## src/rtl/nrzi_frame_decoder.sv

```systemverilog
// NRZI line decoder with SYNC-delimited framing and a single-entry output register.
// Payload bytes are assembled MSB-first and handed off through a valid/ready handshake.
module nrzi_frame_decoder #(
  parameter logic [7:0] SYNC      = 8'h7E,
  parameter int         FRAME_LEN = 4
) (
  input  logic       clk,
  input  logic       rst_n,
  input  logic       i_line_in,
  input  logic       i_bit_en,
  input  logic       i_clr,
  input  logic       i_data_ready,
  output logic [7:0] o_data_out,
  output logic       o_data_valid,
  output logic       o_sync_found,
  output logic       o_frame_done,
  output logic       o_overflow,
  output logic       o_in_frame
);

  // state  | meaning
  // S_HUNT | sliding window searched for SYNC
  // S_DATA | assembling payload bytes of the current frame
  typedef enum logic {S_HUNT = 1'b0, S_DATA = 1'b1} state_t;

  localparam logic [3:0] LP_FRAME_LEN = 4'(FRAME_LEN);

  state_t     r_state;
  logic       r_line_prev;
  logic [7:0] r_window;
  logic [7:0] r_asm;
  logic [2:0] r_bit_cnt;
  logic [3:0] r_byte_cnt;
  logic [7:0] r_data_out;
  logic       r_data_valid;
  logic       r_sync_found;
  logic       r_frame_done;
  logic       r_overflow;

  state_t     w_state_nxt;
  logic [7:0] w_window_nxt;
  logic [7:0] w_asm_nxt;
  logic [2:0] w_bit_cnt_nxt;
  logic [3:0] w_byte_cnt_nxt;
  logic [3:0] w_byte_inc;
  logic       w_bit;
  logic       w_sync_hit;
  logic       w_byte_load;
  logic       w_last_byte;
  logic       w_consume;

  assign w_bit     = i_line_in ^ r_line_prev;
  assign w_consume = r_data_valid & i_data_ready;

  always_comb begin
    w_state_nxt    = r_state;
    w_window_nxt   = r_window;
    w_asm_nxt      = r_asm;
    w_bit_cnt_nxt  = r_bit_cnt;
    w_byte_cnt_nxt = r_byte_cnt;
    w_byte_inc     = r_byte_cnt + 4'd1;
    w_sync_hit     = 1'b0;
    w_byte_load    = 1'b0;
    w_last_byte    = 1'b0;
    if (i_clr) begin
      w_state_nxt    = S_HUNT;
      w_window_nxt   = 8'h00;
      w_asm_nxt      = 8'h00;
      w_bit_cnt_nxt  = 3'd0;
      w_byte_cnt_nxt = 4'd0;
    end else if (i_bit_en) begin
      case (r_state)
        S_HUNT: begin
          w_window_nxt = {r_window[6:0], w_bit};
          if (w_window_nxt == SYNC) begin
            w_state_nxt    = S_DATA;
            w_sync_hit     = 1'b1;
            w_bit_cnt_nxt  = 3'd0;
            w_byte_cnt_nxt = 4'd0;
          end
        end
        S_DATA: begin
          // SYNC-looking payload is deliberately not searched for here
          w_asm_nxt     = {r_asm[6:0], w_bit};
          w_bit_cnt_nxt = r_bit_cnt + 3'd1;
          if (r_bit_cnt == 3'd7) begin
            w_byte_load    = 1'b1;
            w_byte_cnt_nxt = w_byte_inc;
            if (w_byte_inc == LP_FRAME_LEN) begin
              w_last_byte    = 1'b1;
              w_state_nxt    = S_HUNT;
              w_window_nxt   = 8'h00;
              w_byte_cnt_nxt = 4'd0;
            end
          end
        end
        default: w_state_nxt = S_HUNT;
      endcase
    end
  end

  always_ff @(posedge clk or negedge rst_n) begin
    if (!rst_n) begin
      r_state     <= S_HUNT;
      r_line_prev <= 1'b0;
      r_window    <= 8'h00;
      r_asm       <= 8'h00;
      r_bit_cnt   <= 3'd0;
      r_byte_cnt  <= 4'd0;
    end else begin
      // line history must track the line even through clr, or the next bit decodes wrong
      if (i_bit_en) r_line_prev <= i_line_in;
      r_state    <= w_state_nxt;
      r_window   <= w_window_nxt;
      r_asm      <= w_asm_nxt;
      r_bit_cnt  <= w_bit_cnt_nxt;
      r_byte_cnt <= w_byte_cnt_nxt;
    end
  end

  always_ff @(posedge clk or negedge rst_n) begin
    if (!rst_n) begin
      r_data_out   <= 8'h00;
      r_data_valid <= 1'b0;
      r_sync_found <= 1'b0;
      r_frame_done <= 1'b0;
      r_overflow   <= 1'b0;
    end else begin
      r_sync_found <= w_sync_hit;
      r_frame_done <= w_last_byte;
      if (i_clr) begin
        r_data_valid <= 1'b0;
        r_overflow   <= 1'b0;
      end else if (w_byte_load) begin
        if (!r_data_valid || i_data_ready) begin
          r_data_out   <= w_asm_nxt;
          r_data_valid <= 1'b1;
        end else begin
          r_overflow <= 1'b1;
        end
      end else if (w_consume) begin
        r_data_valid <= 1'b0;
      end
    end
  end

  assign o_data_out   = r_data_out;
  assign o_data_valid = r_data_valid;
  assign o_sync_found = r_sync_found;
  assign o_frame_done = r_frame_done;
  assign o_overflow   = r_overflow;
  assign o_in_frame   = (r_state == S_DATA);

endmodule

```

## config.mk

```make
export PLATFORM = sky130hd
export DESIGN_NAME = nrzi_frame_decoder
export DESIGN_NICKNAME = d
export VERILOG_FILES = /design/src/rtl/nrzi_frame_decoder.sv
export SDC_FILE = /design/constraint.sdc
export NUM_CORES = 1
export LEC_CHECK = 0
export ABC_CLOCK_PERIOD_IN_PS = 1700
export CAP_MARGIN = 20
export CORE_MARGIN = 4
export CORE_UTILIZATION = 40
export DETAILED_ROUTE_END_ITERATION = 8
export GPL_TIMING_DRIVEN = 0
export SYNTH_ARGS = -nofsm -noshare
export SYNTH_HDL_FRONTEND = slang
export SYNTH_SLANG_ARGS = --single-unit
```

## constraint.sdc

```tcl
create_clock -name clk -period 1.7 [get_ports clk]
set_input_delay 0.51 -clock clk [delete_from_list [all_inputs] [get_ports clk]]
set_output_delay 0.51 -clock clk [all_outputs]
set_load 0.02 [all_outputs]
```

-- After elaboration in Yosys (flattened, before gate mapping)
Index checks and enable logic that the tools add are counted.
- mux-type cells: 43
- bitwise gates (word level): 4
- add/subtract/negate cells: 2
- reductions and logical operators: 11
- eq/ne operators: 8
- operators with widths (cell ; count):
    7-bit 2-to-1 mux ; 4
    1-bit 2-to-1 mux ; 24
    8-bit 2-to-1 mux ; 3
    4-bit 2-to-1 mux ; 5
    7-bit case mux with 2 select lines ; 1
    3-bit 2-to-1 mux ; 3
    3-bit by 2-bit != test with 1-bit output (second input constant) ; 3
    3-bit AND reduction ; 3
    8-bit by 7-bit equality test with 1-bit output (second input constant) ; 1
    4-bit case mux with 2 select lines ; 1
    3-bit case mux with 2 select lines ; 1
    2-bit AND reduction ; 3
    4-bit by 1-bit adder with 4-bit output (second input constant) ; 1
    4-bit by 3-bit equality test with 1-bit output (second input constant) ; 1
    2-bit nonzero test ; 2
    3-bit by 1-bit adder with 3-bit output (second input constant) ; 1
    3-bit equality test (second input constant) ; 1
    3-bit != test (second input constant) ; 1
    3-bit nonzero test ; 1
    2-bit != test (second input constant) ; 1
    1-bit inverter ; 2
    1-bit case mux with 2 select lines ; 1
    1-bit AND ; 1
    1-bit zero test ; 1
    other kinds (2) ; 2
- flip-flop bits (word level): 36

-- Logic depth before layout (Yosys ltp)
Gate-level depths: netlist (run 1).
- depth after elaboration: 7
- mapped depth: 7
- depth with buffers taken out: 6

-- Worst setup path after synthesis (run 1)
OpenSTA, ideal clock, no wires.
- kind: flip-flop to flip-flop
- from: register r_bit_cnt[0]
- to: register r_data_out[0], in the netlist o_data_out[0]
- library setup time: 0.125 ns
- clock period less this slack: 1.841 ns
- cell stages (with the launch flop): 7
- data arrival time: 1.717 ns
- slack: -0.141 ns
- path through: dfrtp_1 > ha_1 > ha_1 > clkbuf_2 > nand3_1 > nor3_2 > mux2_2
- cells in the longest elaborated chain, start to end: 6
- RTL lines (element ; RTL line ; text):
    start: declaration ; 32 ; logic [2:0] r_bit_cnt;
    start signal: assignment ; 116 ; r_bit_cnt <= w_bit_cnt_nxt;
    3-bit equality test ; 86 ; if (r_bit_cnt == 3'd7) begin
    1-bit 2-to-1 mux ; 86 ;
    1-bit 2-to-1 mux ; 72 ; case (r_state)
    1-bit 2-to-1 mux ; 71 ; end else if (i_bit_en) begin
    1-bit 2-to-1 mux ; 65 ; if (i_clr) begin
    3-bit AND reduction (no line) ; -- ;
    end signal: assignment ; 136 ; r_data_out <= w_asm_nxt;
    end: declaration ; 34 ; logic [7:0] r_data_out;
No other way between the ends.
A chain may end at the register's enable or synchronous reset.

-- Worst setup path in the final report (run 1)
- from: register r_bit_cnt[0]
- to: register r_data_out[2], in the netlist o_data_out[2]
Same word-level chain as after synthesis.

==> impl_summary.txt, run 1 <==
----------------------------------------------------
[Yosys]
  Number of register bits inferred by synthesis ... 36
  Gate Count Post-Synth ... 159
  EDFF count, synth ... 0
  Yosys warnings ... 0
  Proportion of synthesized flip-flops having asynchronous set or reset ... 100.0%
  Top FF cell, synth ... dfrtp_1
  Mean post-synth cell area ... 10.72 um^2
  Synth Cell Area ... 1704 um^2
  Synthesized netlist net count ... 169
  Sequential cell area fraction in the yosys report ... 52.86%
  Count of unique library cells instantiated by Yosys ... 41

[Critical path]
  Launch point of the worst reg-to-reg path ... r_bit_cnt[0]
  Arrival time at the worst endpoint ... 1860 ps
  Worst Reg-to-Reg Cells ... 7
  Worst Setup Path Type ... reg2reg
  Maximum net fanout on the critical path ... 8
  Reg-to-Reg End ... o_data_out[2]
  Critical path data required time ... 1880 ps
  Crit. End Element ... register
  Worst setup path startpoint ... r_bit_cnt[0]
  Minimum setup slack among reg-to-reg paths ... 20 ps
  Critical Path Sink ... o_data_out[2]
  Crit path launch type ... register

[Floorplanning]
  X dimension of the die ... 73.27 um
  Row cnt ... 23
  Die footprint ... 5368 um^2
  Core Region ... 4058 um^2
  Die Y ... 73.27 um
  Number of ports placed on the die boundary ... 19
  Starting utilization of the core area ... 42.00%

[Route]
  Final WL ... 3.775 mm
  Number of detailed-routing iterations run before antenna repair ... 5
  DRC violation count after routing ... 0
  Count of vias placed by the detailed router ... 1,372
  Number of routed nets with antenna violations ... 0
  Routed wire per std cell ... 15.22 um
  Count of routing violations after the opening detailed-route iteration ... 40
  Number of vias per cell ... 5.532

[Clock network]
  Number of levels in the clock H-tree ... 2
  Number of clock sinks ... 36
  Clock network latency to the later pin of the worst-skew pair ... 290 ps
  Cts-stage hold buffer count ... 0
  CTS buffer count ... 5
  Clock input transition at the sequential cells of the worst setup and hold paths ... 70 ps
  Clock buffer depth ... 2
  TritonCTS clock tree ... built
  Root cell of the clock tree ... clkbuf_8

[STA]
  Final min period ... 1683 ps
  Ratio of final minimum period to clock period ... 99.03%
  Final Skew ... 5.969 ps
  Setup violation total in the final timing report ... 0
  Relative slew slack ... 47.29%
  Setup TNS ... 0 ps
  Number of pins exceeding their max-slew limit in the final report ... 0
  Count of final hold-check violations ... 0
  Slew @ Worst Pin ... 790.6 ps
  Unrepaired setup endpoints after global routing ... true
  Max frequency ... 594.0 MHz

[GRT]
  Via count of the first global-routing pass ... 1,309
  Overall overflow remaining after global route ... 0
  Largest net degree at the start of global routing ... 37
  Total routing resource utilization after global routing ... 15.02%
  Global-route wire length before repair ... 6.106 mm
  M3 GR Usage ... 4.514%
  Met2 usage ... 24.03%
  Met1 layer usage reported by global route ... 19.42%
  Antenna violations before repair ... 0
  Grt peak-use layer ... met2

[Layout]
  Finished Cell Area ... 2317 um^2
  Layout fillers ... 336
  Leading cell type in the layout, fill and taps excluded ... dfrtp_1
  Nets ... 207
  Area added between synthesis and finish ... 35.98%
  Fraction of final layout cells sized beyond drive strength 1 ... 28.79%
  Commonest non-fill, non-tap cells in the layout ... 34 x dfrtp_1, 22 x nand2_1, 15 x a21oi_1, 14 x dlygate4sd2_1, 14 x buf_4
  Number of antenna diodes ... 0

[Place]
  Total of buffers placed on input and output ports ... 17
  Post-DP Area ... 1946 um^2
  Sum of net half-perimeters after detailed placement ... 2.445 mm
  Weighted congestion reported at the end of routability-driven placement ... 0.7462

[Power and ir drop]
  Pwr/cell area ... 861.4 nW/um^2
  Worst voltage drop across the vdd grid ... 497.7 uV
  Static leakage ... 1.042 nW

[Job]
  Max-cap violations ... 0

[Hold path]
  Min-delay worst type ... in2async

[Outcome]
  Result of the run ... finished, final reports clean

----------------------------------------------------
## what timing repair did
item,4_1_cts,5_1_grt
buffers inserted,9,6
endpoints found under the setup margin,39,21
pin swaps,5,5
resized for setup,25,19
## area by class of cell
cell class / count / area [um^2] / share of cell area [%]
Buffer: 6 / 60.06 / 2.592
Clock buffer: 5 / 68.82 / 2.970
Clock inverter: 3 / 90.09 / 3.888
Inverter: 5 / 18.77 / 0.8099
Multi-Input combinational cell: 111 / 840.8 / 36.29
Sequential cell: 36 / 903.4 / 38.98
Tap cell: 50 / 62.56 / 2.700
Timing Repair Buffer: 32 / 272.8 / 11.77
## metal layers
metal / vias to the layer above / wire (um)
li1: 652 / -
met1: 678 / 1665
met2: 34 / 1868
met3: 8 / 164
met4: 0 / 77
met5: - / 0
## critical path, cell delays in order, from the launching register on
cell     delay [ps]
dfrtp_1         370
ha_2            200
ha_4            130
buf_8           100
nand3_4          70
nor3_4          210
buf_12          150
mux2_2          330
## registers in the layout (all words and copies together), names as in the netlist
name / count
r_window: 7
o_data_out: 8
o_in_frame: 1
o_data_valid: 1
r_byte_cnt: 4
o_frame_done: 1
o_overflow: 1
r_asm: 8
o_sync_found: 1
r_line_prev: 1
r_bit_cnt: 3
## Yosys cell counts, drive strengths merged (4+ instances only)
cell type	count	share of area, %
a21oi	16	4.7
a22oi	6	2.6
clkbuf	4	2.1
dfrtp	36	53
ha	4	2.9
inv	5	1.1
mux2	9	5.9
nand2	22	4.8
nor2	9	2.0
o21ai	5	1.5
o2bb2ai	6	3.1
## worst min path at each step
stage | from | to | slack (ps) | cells after the start
finish | rst_n | r_byte_cnt[2] | 300 | 1
global route | rst_n | r_byte_cnt[2] | 360 | 1
CTS | rst_n | o_frame_done | 340 | 1
detailed placement | o_data_out[5] | o_data_out[5] | 490 | 1
global placement | r_window[6] | r_window[6] | 490 | 1
floorplan | rst_n | o_data_out[0] | 210 | 0
## report_power, final
group | internal, mW | switching, mW
Combinational | 0.0328 | 0.0532
Clock | 0.734 | 0.308
Sequential | 0.862 | 0.00609
Total | 1.63 | 0.368
## cell families (layout without fill, tap and decap cells)
logic type,Yosys count,in the layout,synth area share (%)
xor+xnor,2,2,1.028
fa+ha+maj,4,4,2.937
simple gates,50,50,14.61
buf+inv,12,51,4.405
mux,10,10,6.535
compound gates,45,45,17.62
flops,36,36,52.86
## stage by stage
stage	hold WS, ps	power [mW]	util, %	setup WS (ps)	cells
final	300.1	1.996	57.11	16.57	248
after detailed placement	494.9	0.9583	47.95	-566.8	226
after global routing	364.2	2.061	57.11	-31.22	248
after floorplan	214.4	0.9196	-	-19.80	159
after global placement	489.8	0.9574	48.07	-661.3	226
after CTS	337.2	2.023	54.55	-9.766	243
Power figures use the tool's default switching activity.
==> inputs of run 2 (changes only) <==
SLEW_MARGIN = 20   (was not set)
==> impl_summary.txt, run 2 (synthesized netlist as in run 1, its figures left out) <==
----------------------------------------------------
[Layout]
  Nets ... 207 (unchanged)
  Number of antenna diodes ... 0 (unchanged)
  Leading cell type in the layout, fill and taps excluded ... dfrtp_1
  Fraction of final layout cells sized beyond drive strength 1 ... 29.29% (+0.51 points)
  Commonest non-fill, non-tap cells in the layout ... 33 x dfrtp_1, 22 x nand2_1, 15 x a21oi_1, 14 x dlygate4sd2_1, 13 x buf_4
  Area added between synthesis and finish ... 37.08%

[Power and ir drop]
  Worst voltage drop across the vdd grid ... 435.9 uV (-12%)
  Static leakage ... 1.051 nW (+0.91%)
  Pwr/cell area ... 857.0 nW/um^2 (-0.51%)

[STA]
  Setup violation total in the final timing report ... 0 (unchanged)
  Relative slew slack ... 71.89% (+25 points)
  Max frequency ... 604.2 MHz (+1.7%)
  Final min period ... 1655 ps (-28.40 ps)
  Count of final hold-check violations ... 0 (unchanged)
  Number of pins exceeding their max-slew limit in the final report ... 0 (unchanged)
  Final Skew ... 6.133 ps (+0.1645 ps)
  Ratio of final minimum period to clock period ... 97.36% (-1.7 points)
  Worst-case setup margin in the final layout ... 44.96 ps (+28.40 ps)
  Setup TNS ... 0 ps (unchanged)
  Slew @ Worst Pin ... 420.1 ps (-370.6 ps)
  Unrepaired setup endpoints after global routing ... true

[Critical path]
  Crit. End Element ... register
  Worst Reg-to-Reg Cells ... 7 (unchanged)
  Arrival time at the worst endpoint ... 1830 ps (-30 ps)
  Reg-to-Reg End ... o_data_out[0]
  Launch point of the worst reg-to-reg path ... r_bit_cnt[1]
  Critical path data required time ... 1870 ps (about the same)
  Minimum setup slack among reg-to-reg paths ... 40 ps (+30 ps)
  Crit path launch type ... register
  Maximum net fanout on the critical path ... 8 (unchanged)
  Worst Setup Path Type ... reg2reg

[Route]
  Uppermost layer routed ... met4
  Sum of met3 wire segment lengths after detailed routing ... 161 um (-1.8%)
  Routed wire per std cell ... 15.15 um (-0.48%)
  Number of vias per cell ... 5.383 (-2.7%)
  DRC violation count after routing ... 0 (unchanged)
  Detailed route wirelength on metal2 ... 1.831 mm (-2.0%)
  Number of detailed-routing iterations run before antenna repair ... 4 (-1)
  Routed met1 length ... 1.695 mm (+1.8%)
  Count of vias placed by the detailed router ... 1,335 (-2.7%)
  Final WL ... 3.757 mm (-0.48%)
  Count of routing violations after the opening detailed-route iteration ... 67 (+68%)
  Number of routed nets with antenna violations ... 0 (unchanged)

[Clock network]
  Number of levels in the clock H-tree ... 2 (unchanged)
  TritonCTS clock tree ... built
  Clock buffer depth ... 2 (unchanged)
  Root cell of the clock tree ... clkbuf_8
  Clock network latency to the later pin of the worst-skew pair ... 290 ps (about the same)
  Number of clock sinks ... 36 (unchanged)
  Cts-stage hold buffer count ... 0 (unchanged)
  Clock input transition at the sequential cells of the worst setup and hold paths ... 70 ps (about the same)
  CTS buffer count ... 5 (unchanged)

[Floorplanning]
  Starting utilization of the core area ... 42.00% (unchanged)
  X dimension of the die ... 73.27 um (unchanged)
  Row cnt ... 23 (unchanged)
  Die Y ... 73.27 um (unchanged)
  Core Region ... 4058 um^2 (unchanged)
  Die footprint ... 5368 um^2 (unchanged)
  Number of ports placed on the die boundary ... 19 (unchanged)

[GRT]
  Antenna violations before repair ... 0 (unchanged)
  Total routing resource utilization after global routing ... 15.54% (+0.52 points)
  Global-route wire length before repair ... 6.313 mm (+3.4%)
  Largest net degree at the start of global routing ... 24 (-35%)
  Overall overflow remaining after global route ... 0 (unchanged)
  Via count of the first global-routing pass ... 1,329 (+1.5%)

[Place]
  Total of buffers placed on input and output ports ... 17 (unchanged)
  Weighted congestion reported at the end of routability-driven placement ... 0.7462 (unchanged)
  Setup slack after placement ... -555.0 ps (+11.80 ps)
  Sum of net half-perimeters after detailed placement ... 2.533 mm (+3.6%)

[Job]
  Max-cap violations ... 0 (unchanged)

[Hold path]
  Min-delay worst type ... in2async

[Outcome]
  Result of the run ... finished, final reports clean

----------------------------------------------------
==> run 2: changes by cell type in the layout (fill, tap and decap cells not counted), sizes merged <==
cell    previous run  this run
clkbuf             8         6
buf               19        21
==> run 2: cell type report <==
type | instances | area (um^2)
buffer | 6 | 55.05
clock buffer | 5 | 68.82
clock inverter | 3 | 90.09
fill | 348 | 1722
inverter | 5 | 18.77
multi-input combinational | 111 | 843.3
sequential | 36 | 904.6
tap | 50 | 62.56
timing repair buffer | 32 | 292.8
==> run 2: repair_timing <==
action	CTS	global route
setup endpoints to repair	39	20
resized for setup	25	20
pin swaps	4	7
buffers inserted	9	5
==> run 2: worst max-delay path by stage <==
| stage | startpoint | endpoint | slack [ps] | depth (start not counted) |
|---|---|---|---|---|
| 2_1_floorplan | r_bit_cnt[0] | o_data_out[0] | -20 | 6 |
| 3_3_place_gp | rst_n | r_line_prev | -660 | 1 |
| 3_5_place_dp | i_clr | o_overflow | -560 | 5 |
| 4_1_cts | o_in_frame | r_byte_cnt[3] | 5 | 5 |
| 5_1_grt | o_in_frame | r_byte_cnt[3] | -20 | 4 |
| 6_report | r_bit_cnt[1] | o_data_out[0] | 40 | 7 |
==> run 2: worst max-delay path: stages (launching register included) <==
cell and delay (ps):
dfrtp_1 350, ha_2 200, ha_4 140, buf_8 100, nand3_4 80, nor3_4 210
buf_12 160, mux2_4 300
==> run 2: through the flow <==
step	area (um^2)	instances	utilization [%]	hold slack, ps	power (mW)
global placement	1951	226	48.07	489.8	0.9574
floorplan	1718	159	-	214.4	0.9196
detailed placement	1973	227	48.63	443.4	0.9654
global route	2336	248	57.57	135.5	2.070
finish	2336	248	57.57	121.6	2.002
CTS	2233	244	55.04	126.5	2.027
==> run 2: report_power, final <==
part | switching [mW] | internal, mW
Sequential | 0.00595 | 0.862
Clock | 0.306 | 0.734
Combinational | 0.0553 | 0.0388
==> run 2: per-layer routing <==
metal  vias up  GRT usage [%]
li1        649              -
met1       652          20.14
met2        25          24.73
met3         9          4.514
met4         0          5.533
met5         -              0
